## src/rtl/sipo_deserializer.sv

```systemverilog
// Serial-in, parallel-out deserializer: rebuilds WIDTH-bit words from a qualified
// bit stream and offers them on a valid/ready port with sticky overrun detection.
module sipo_deserializer #(
  parameter int WIDTH = 4,
  parameter int CW    = $clog2(WIDTH)
) (
  input  logic             clk,
  input  logic             rst,
  input  logic             sin,
  input  logic             sin_valid,
  input  logic             msb_first,
  input  logic             sync,
  output logic [WIDTH-1:0] dout,
  output logic             dout_valid,
  input  logic             dout_ready,
  output logic             overrun,
  input  logic             overrun_clr,
  output logic [CW-1:0]    bit_cnt
);

  logic [WIDTH-1:0] shreg;
  logic [CW-1:0]    cnt;
  logic [WIDTH-1:0] next_word;
  logic [WIDTH-1:0] sync_word;
  logic             last_bit;
  logic             complete;
  logic             load;
  logic             drop;

  function automatic logic [WIDTH-1:0] shift_in(input logic [WIDTH-1:0] cur,
                                                input logic             b,
                                                input logic             msb);
    if (msb) return {cur[WIDTH-2:0], b};
    return {b, cur[WIDTH-1:1]};
  endfunction

  always_comb begin
    next_word = shift_in(shreg, sin, msb_first);
    sync_word = shift_in('0, sin, msb_first);
    last_bit  = (cnt == CW'(WIDTH - 1));
    complete  = sin_valid && !sync && last_bit;
    load      = complete && (!dout_valid || dout_ready);
    drop      = complete && !load;
  end

  // Assembly: sync restarts the frame and outranks word completion.
  always_ff @(posedge clk or posedge rst) begin
    if (rst) begin
      shreg <= '0;
      cnt   <= '0;
    end else if (sync) begin
      shreg <= sin_valid ? sync_word : '0;
      cnt   <= sin_valid ? CW'(1) : '0;
    end else if (sin_valid) begin
      if (last_bit) begin
        shreg <= '0;
        cnt   <= '0;
      end else begin
        shreg <= next_word;
        cnt   <= cnt + CW'(1);
      end
    end
  end

  // Output register: a completing word may replace one being consumed in the same cycle.
  always_ff @(posedge clk or posedge rst) begin
    if (rst) begin
      dout       <= '0;
      dout_valid <= 1'b0;
    end else if (load) begin
      dout       <= next_word;
      dout_valid <= 1'b1;
    end else if (dout_valid && dout_ready) begin
      dout_valid <= 1'b0;
    end
  end

  always_ff @(posedge clk or posedge rst) begin
    if (rst) begin
      overrun <= 1'b0;
    end else if (drop) begin
      overrun <= 1'b1;
    end else if (overrun_clr) begin
      overrun <= 1'b0;
    end
  end

  assign bit_cnt = cnt;

endmodule

```

## config.mk

```make
export PLATFORM = sky130hd
export DESIGN_NAME = sipo_deserializer
export DESIGN_NICKNAME = d
export VERILOG_FILES = /design/src/rtl/sipo_deserializer.sv
export SDC_FILE = /design/constraint.sdc
export NUM_CORES = 1
export LEC_CHECK = 0
export ABC_AREA = 0
export CAP_MARGIN = 20
export CORE_MARGIN = 2
export CORE_UTILIZATION = 40
export DETAILED_ROUTE_END_ITERATION = 16
export GPL_ROUTABILITY_DRIVEN = 0
export HOLD_SLACK_MARGIN = 0.02
export PLACE_DENSITY_LB_ADDON = 0.25
export SLEW_MARGIN = 20
export SYNTH_ARGS = -nofsm -noshare
export SYNTH_HDL_FRONTEND = slang
export SYNTH_SLANG_ARGS = --single-unit
```

## constraint.sdc

```tcl
create_clock -name clk -period 1.3 [get_ports clk]
set_input_delay 0.195 -clock clk [delete_from_list [all_inputs] [get_ports clk]]
set_output_delay 0.195 -clock clk [all_outputs]
set_load 0.005 [all_outputs]
```

==> run_results.csv, run 1 <==
group,metric,value,unit
run,maxCapViolCount,0,
finish,layout.nets,92,
drt,drtAntennaViolNets,0,
power_and_ir_drop,power_frac_seq,0.457,
power_and_ir_drop,switching_power,0.226,mW
timing,max_freq,760,MHz
critical_path,start_kind,"flip-flop",
timing,fin_worst_skew,0.00461,ns
finish,syn_to_final_growth,50.2,%
clock_tree,cts.clk_slew.worst_paths,0.08,ns
place,place_hpwl,902,um
status,violations,"negative setup slack",
critical_path,r2r_slack,-0.02,ns
clock_tree,cts_tree,"built",
synth,yosysSeqAreaShare,0.504,
power_and_ir_drop,total_power,0.929,mW
grt,first_global_vias,475,
drt,via_count,471,
synth,netlist_area,596,um2
critical_path,crit_end,"dout[2]",
critical_path,worstReg2RegStart,"bit_cnt[1]",
grt,grt_overflow,0,
critical_path,path_class,"reg2reg",
clock_tree,cts_buffer_depth,2,
power_and_ir_drop,pwr-share-clk,0.326,
clock_tree,clk-insertion-delay-late,0.28,ns
finish,drive_gt1_frac,0.366,
power_and_ir_drop,p_leak,0.492,nW
timing,tightest_slew,0.479,ns
synth,syn_nets,61,
power_and_ir_drop,power_frac_comb,0.216,
die,row_count,13,
critical_path,end_kind,"flip-flop",
grt,grt_max_degree,13,
critical_path,crit_fanout,4,
synth,synth_seq_cells,12,
synth,yosysWarningCount,0,
drt,dr.max_layer_used,"met3",
timing,setup_slack,-0.0154,ns
status,outcome,"complete, but fails checks",
timing,slew_violations,0,
drt,dr_wl_met3,63,um
drt,via_per_inst,4.86,
die,dieArea,1810,um2
drt,routed_wl,1180,um
clock_tree,cts_inserted_buffers,3,
timing,period_minus_slack,1.32,ns
drt,drt-pass1-iter-count,4,
timing,setup_violations,4,
grt,track_usage,0.151,
synth,synth.avg_cell_area,11.5,um2
critical_path,crit_arrival,1.48,ns
clock_tree,cts.sinks,12,
drt,detail_route.wl_per_cell,12.2,um
clock_tree,ctsHtreeMaxLevel,1,
timing,final_hold_viol_count,0,
synth,synth_cell_types,21,
drt,met1_length,551,um
timing,rsz0062_at_grt,"yes",
timing,fin_crit_sh,1.01,
synth,syn_inst,52,
critical_path,timing.rr.end,"dout[2]",
worst_hold_path,hold_class,"in2async",
critical_path,rr_worst_depth,5,
die,die_height,42.6,um
die,start_util,0.441,
grt,antenna_found_initial,0,
die,fp.dieW,42.6,um
power_and_ir_drop,p_sw_frac,0.244,
place,pre_cts_slack,-0.267,ns
timing,slew_headroom,0.681,
power_and_ir_drop,max-vdd-ir-drop,808,uV
drt,wl_met2,567,um
clock_tree,cts-root-buf,"clkbuf_4",
power_and_ir_drop,pwr_density_cell,1040,nW/um2
critical_path,worstSetupStartpoint,"bit_cnt[1]",
die,coreArea,1350,um2
drt,drtIter0Drc,7,
drt,drc,0,
place,port_buffers,15,
power_and_ir_drop,internal_power,0.703,mW
die,io_pins,16,
critical_path,critPathRequiredTime,1.47,ns
finish,diodes,0,
grt,grt_pass1_wl,2020,um
[Yosys cell counts, drive strengths merged]
| cell | instances | area share |
|---|---|---|
| a221o | 1 | 0.017 |
| ha | 1 | 0.021 |
| o21ai | 1 | 0.0084 |
| dfrtp | 12 | 0.50 |
| mux2i | 1 | 0.017 |
| nand2b | 1 | 0.011 |
| nor2b | 4 | 0.055 |
| a21oi | 2 | 0.017 |
| nor3b | 1 | 0.013 |
| buf | 2 | 0.027 |
| nand4 | 1 | 0.011 |
| nand3 | 2 | 0.017 |
| nand3b | 1 | 0.034 |
| mux2 | 8 | 0.16 |
| nor2 | 6 | 0.038 |
| o22ai | 1 | 0.011 |
| inv | 2 | 0.013 |
| nand2 | 5 | 0.032 |
[worst max-delay path, cell delays in order, from the launching register on]
cell	delay, ns
dfrtp_1	0.35
buf_4	0.12
ha_4	0.14
nand3b_4	0.09
nor2b_4	0.17
mux2_2	0.35
[power by group through the flow]
| stage | logic (mW) | clock network [mW] | registers [mW] |
|---|---|---|---|
| after floorplan | 0.0841 | 0 | 0.439 |
| after global placement | 0.204 | 0 | 0.437 |
| after detailed placement | 0.207 | 0 | 0.436 |
| after CTS | 0.203 | 0.315 | 0.424 |
| after global routing | 0.223 | 0.325 | 0.429 |
| final | 0.201 | 0.303 | 0.425 |
[layout make-up]
| class | count | area (um2) |
|---|---|---|
| well taps | 15 | 18.8 |
| fillers | 117 | 455 |
| flip-flops and latches | 12 | 300 |
| inverters | 2 | 7.51 |
| repair buffers | 28 | 240 |
| multi-input cells | 36 | 292 |
| clock buffers | 4 | 36.3 |
[flip-flops by register name, summed over array words and instances, names as in the netlist]
name,count
bit_cnt,2
shreg,4
dout_valid,1
overrun,1
dout,4
[layout by cell type (no fill, tap or decap), types with 2 or more instances in the layout]
cell type / synthesis / routed
nand3_1: 2 / 2
inv_1: 2 / 2
nand2_1: 5 / 5
dlygate4sd2_1: 0 / 8
dfrtp_1: 12 / 12
a21oi_1: 2 / 2
nor2b_1: 3 / 2
buf_4: 0 / 13
nor2_1: 6 / 6
mux2_2: 7 / 7
clkdlybuf4s50_1: 0 / 6
clkbuf_4: 0 / 3
[per-stage QoR]
step                setup TNS (ns)  utilization  hold WS [ns]  instance area, um2  std cells
CTS                        -0.0542        0.655         0.231                 885         97
global route                -0.178        0.663         0.260                 895         97
floorplan                        0            -        0.0597                 608         52
detailed placement           -1.74        0.619         0.488                 836         90
global placement             -1.63        0.619         0.474                 836         90
finish                     -0.0490        0.663         0.230                 895         97
[per-layer routing]
metal  global-route usage  vias up
li1                     -      240
met1                0.199      221
met2                0.225       10
met3               0.0302        0
met4               0.0938        0
met5                    0        -
[how the worst min path moves through the flow]
stage	start	endpoint	slack, ns	cells past startpoint
2_1_floorplan	rst	bit_cnt[0]	0.06	1
3_3_place_gp	shreg[0]	shreg[0]	0.47	2
3_5_place_dp	shreg[0]	shreg[0]	0.49	2
4_1_cts	rst	overrun	0.23	2
5_1_grt	rst	overrun	0.26	2
6_report	rst	overrun	0.23	2
[what timing repair did]
action / in CTS / in global routing
endpoints found under the setup margin: 8 / 6
resized for setup: 8 / 3
hold buffers: 0 / 0
buffers inserted: 3 / 0
cloned: 0 / 0
[kinds of logic after synthesis]
family                   count (synthesis)  share of synthesized area
AO/OA/AOI/OAI                            5                     0.0525
buffers and inverters                    4                     0.0399
multiplexers                             9                      0.174
flip-flops                              12                      0.504
AND/OR/NAND/NOR                         21                      0.208
adder cells (fa/ha/maj)                  1                     0.0210
Power figures use the tool's default switching activity.
==> inputs of run 2 (changes only) <==
REMOVE_ABC_BUFFERS = 1   (was unset)
==> run_results.csv, run 2 (synthesis gave the netlist of run 1 again) <==
group,metric,value,unit
power_and_ir_drop,switching_power,0.227,mW
run,maxCapViolCount,0,
die,row_count,13,
drt,drc,0,
timing,max_freq,765,MHz
drt,detail_route.wl_per_cell,13.7,um
power_and_ir_drop,power_frac_seq,0.460,
timing,final_hold_viol_count,0,
clock_tree,cts_inserted_buffers,3,
clock_tree,cts.clk_slew.worst_paths,0.08,ns
die,die_height,42.6,um
finish,diodes,0,
power_and_ir_drop,p_leak,0.477,nW
timing,setup_violations,4,
drt,drtIter0Drc,3,
finish,drive_gt1_frac,0.338,
drt,via_per_inst,4.89,
clock_tree,cts_buffer_depth,2,
die,io_pins,16,
place,pre_cts_slack,-0.273,ns
timing,tightest_slew,0.449,ns
grt,first_global_vias,491,
drt,via_count,465,
die,start_util,0.441,
timing,fin_worst_skew,0.00397,ns
finish,mostFrequentLayoutCell,"dfrtp_1",
grt,grt_max_degree,13,
critical_path,crit_fanout,4,
finish,instances_no_fill,95,
critical_path,end_kind,"flip-flop",
finish,layout_common_cells,"dfrtp_1 (12), buf_4 (11), dlygate4sd2_1 (8), clkdlybuf4s50_1 (7), nor2_1 (6)",
clock_tree,cts_tree,"built",
clock_tree,cts-root-buf,"clkbuf_4",
drt,drtAntennaViolNets,0,
timing,slew_headroom,0.700,
drt,routed_wl,1300,um
critical_path,critPathRequiredTime,1.46,ns
timing,hold_ws,0.222,ns
grt,grt_overflow,0,
place,port_buffers,15,
power_and_ir_drop,power_frac_comb,0.220,
power_and_ir_drop,max-vdd-ir-drop,604,uV
critical_path,crit_arrival,1.47,ns
drt,drt-pass1-iter-count,2,
finish,layout.nets,90,
place,placed_cell_area,823,um2
place,place_hpwl,883,um
clock_tree,cts.sinks,12,
place,dpl.cell_count,90,
critical_path,start_kind,"flip-flop",
power_and_ir_drop,pwr-share-clk,0.320,
power_and_ir_drop,pwr_density_cell,1050,nW/um2
power_and_ir_drop,p_sw_frac,0.242,
finish,syn_to_final_growth,49.4,%
power_and_ir_drop,total_power,0.934,mW
grt,grt_pass1_wl,2210,um
status,outcome,"complete, but fails checks",
timing,setup_slack,-0.00799,ns
die,fp.dieW,42.6,um
timing,slew_violations,0,
grt,antenna_found_initial,0,
status,violations,"negative setup slack",
timing,period_minus_slack,1.31,ns
critical_path,path_class,"reg2reg",
timing,rsz0062_at_grt,"yes",
worst_hold_path,hold_class,"in2async",
clock_tree,ctsHtreeMaxLevel,1,
grt,track_usage,0.169,
timing,fin_crit_sh,1.01,
power_and_ir_drop,internal_power,0.708,mW
die,coreArea,1350,um2
die,dieArea,1810,um2
clock_tree,clk-insertion-delay-late,0.27,ns
finish,finalInstanceArea,890,um2
run 2: cell types whose count changed in the layout (fill, tap and decap cells not counted):
| cell | change |
|---|---|
| mux2_2 | -4 |
| dlymetal6s2s_1 | -1 |
| mux2_4 | +4 |
| buf_4 | -2 |
| nor2b_2 | -1 |
| clkdlybuf4s50_1 | +1 |
| nor2b_1 | +1 |
run 2: critical path, stage by stage (launching register included):
cell,delay [ns]
dfrtp_1,0.40
ha_4,0.17
nand3b_4,0.10
nor2b_4,0.21
mux2_4,0.32
run 2: final cells by class:
class,instances,area [um2]
inverter,2,7.51
sequential,12,300
tap,15,18.8
timing repair buffer,26,223
fill,119,460
clock buffer,4,36.3
multi-input combinational,36,304
run 2: what timing repair did:
| action | CTS | global route |
|---|---|---|
| resized for setup | 12 | 3 |
| pin swaps | 1 | 1 |
| buffers inserted | 1 | 0 |
| endpoints found under the setup margin | 14 | 6 |
| hold buffers | 0 | 0 |
run 2: metal layers:
metal,routed length (um),vias up,global-route usage,share of wire
li1,-,235,-,-
met5,0,-,0,0
met4,11,0,0.0938,0.0085
met3,60,2,0.0474,0.046
met1,602,217,0.208,0.46
met2,624,11,0.265,0.48
run 2: path summary, 6_finish.rpt:
kind | startpoint | endpoint | slack, ns | cells past startpoint
worst max-delay path | bit_cnt[0] | dout[2] | -0.008 | 4
worst min-delay path | rst | bit_cnt[0] | 0.22 | 2
worst max register to register | bit_cnt[0] | dout[2] | -0.008 | 4
worst min register to register | dout[3] | dout[3] | 0.51 | 1
max in group asynchronous | rst | dout[1] | 0.77 | 2
min in group clk | overrun_clr | overrun | 0.48 | 2
run 2: power by group through the flow:
stage                     sequential (mW)  combinational [mW]  clock (mW)
after floorplan                     0.436              0.0704           0
after global placement              0.434               0.199           0
after detailed placement            0.434               0.202           0
after CTS                           0.427               0.195       0.313
after global routing                0.435               0.227       0.335
final                               0.430               0.205       0.299
run 2: stage by stage:
stage | util | setup TNS [ns]
4_1_cts | 0.646 | -0.0497
2_1_floorplan | - | -0.144
3_3_place_gp | 0.610 | -1.56
3_5_place_dp | 0.610 | -1.73
5_1_grt | 0.659 | -0.182
6_report | 0.659 | -0.0259
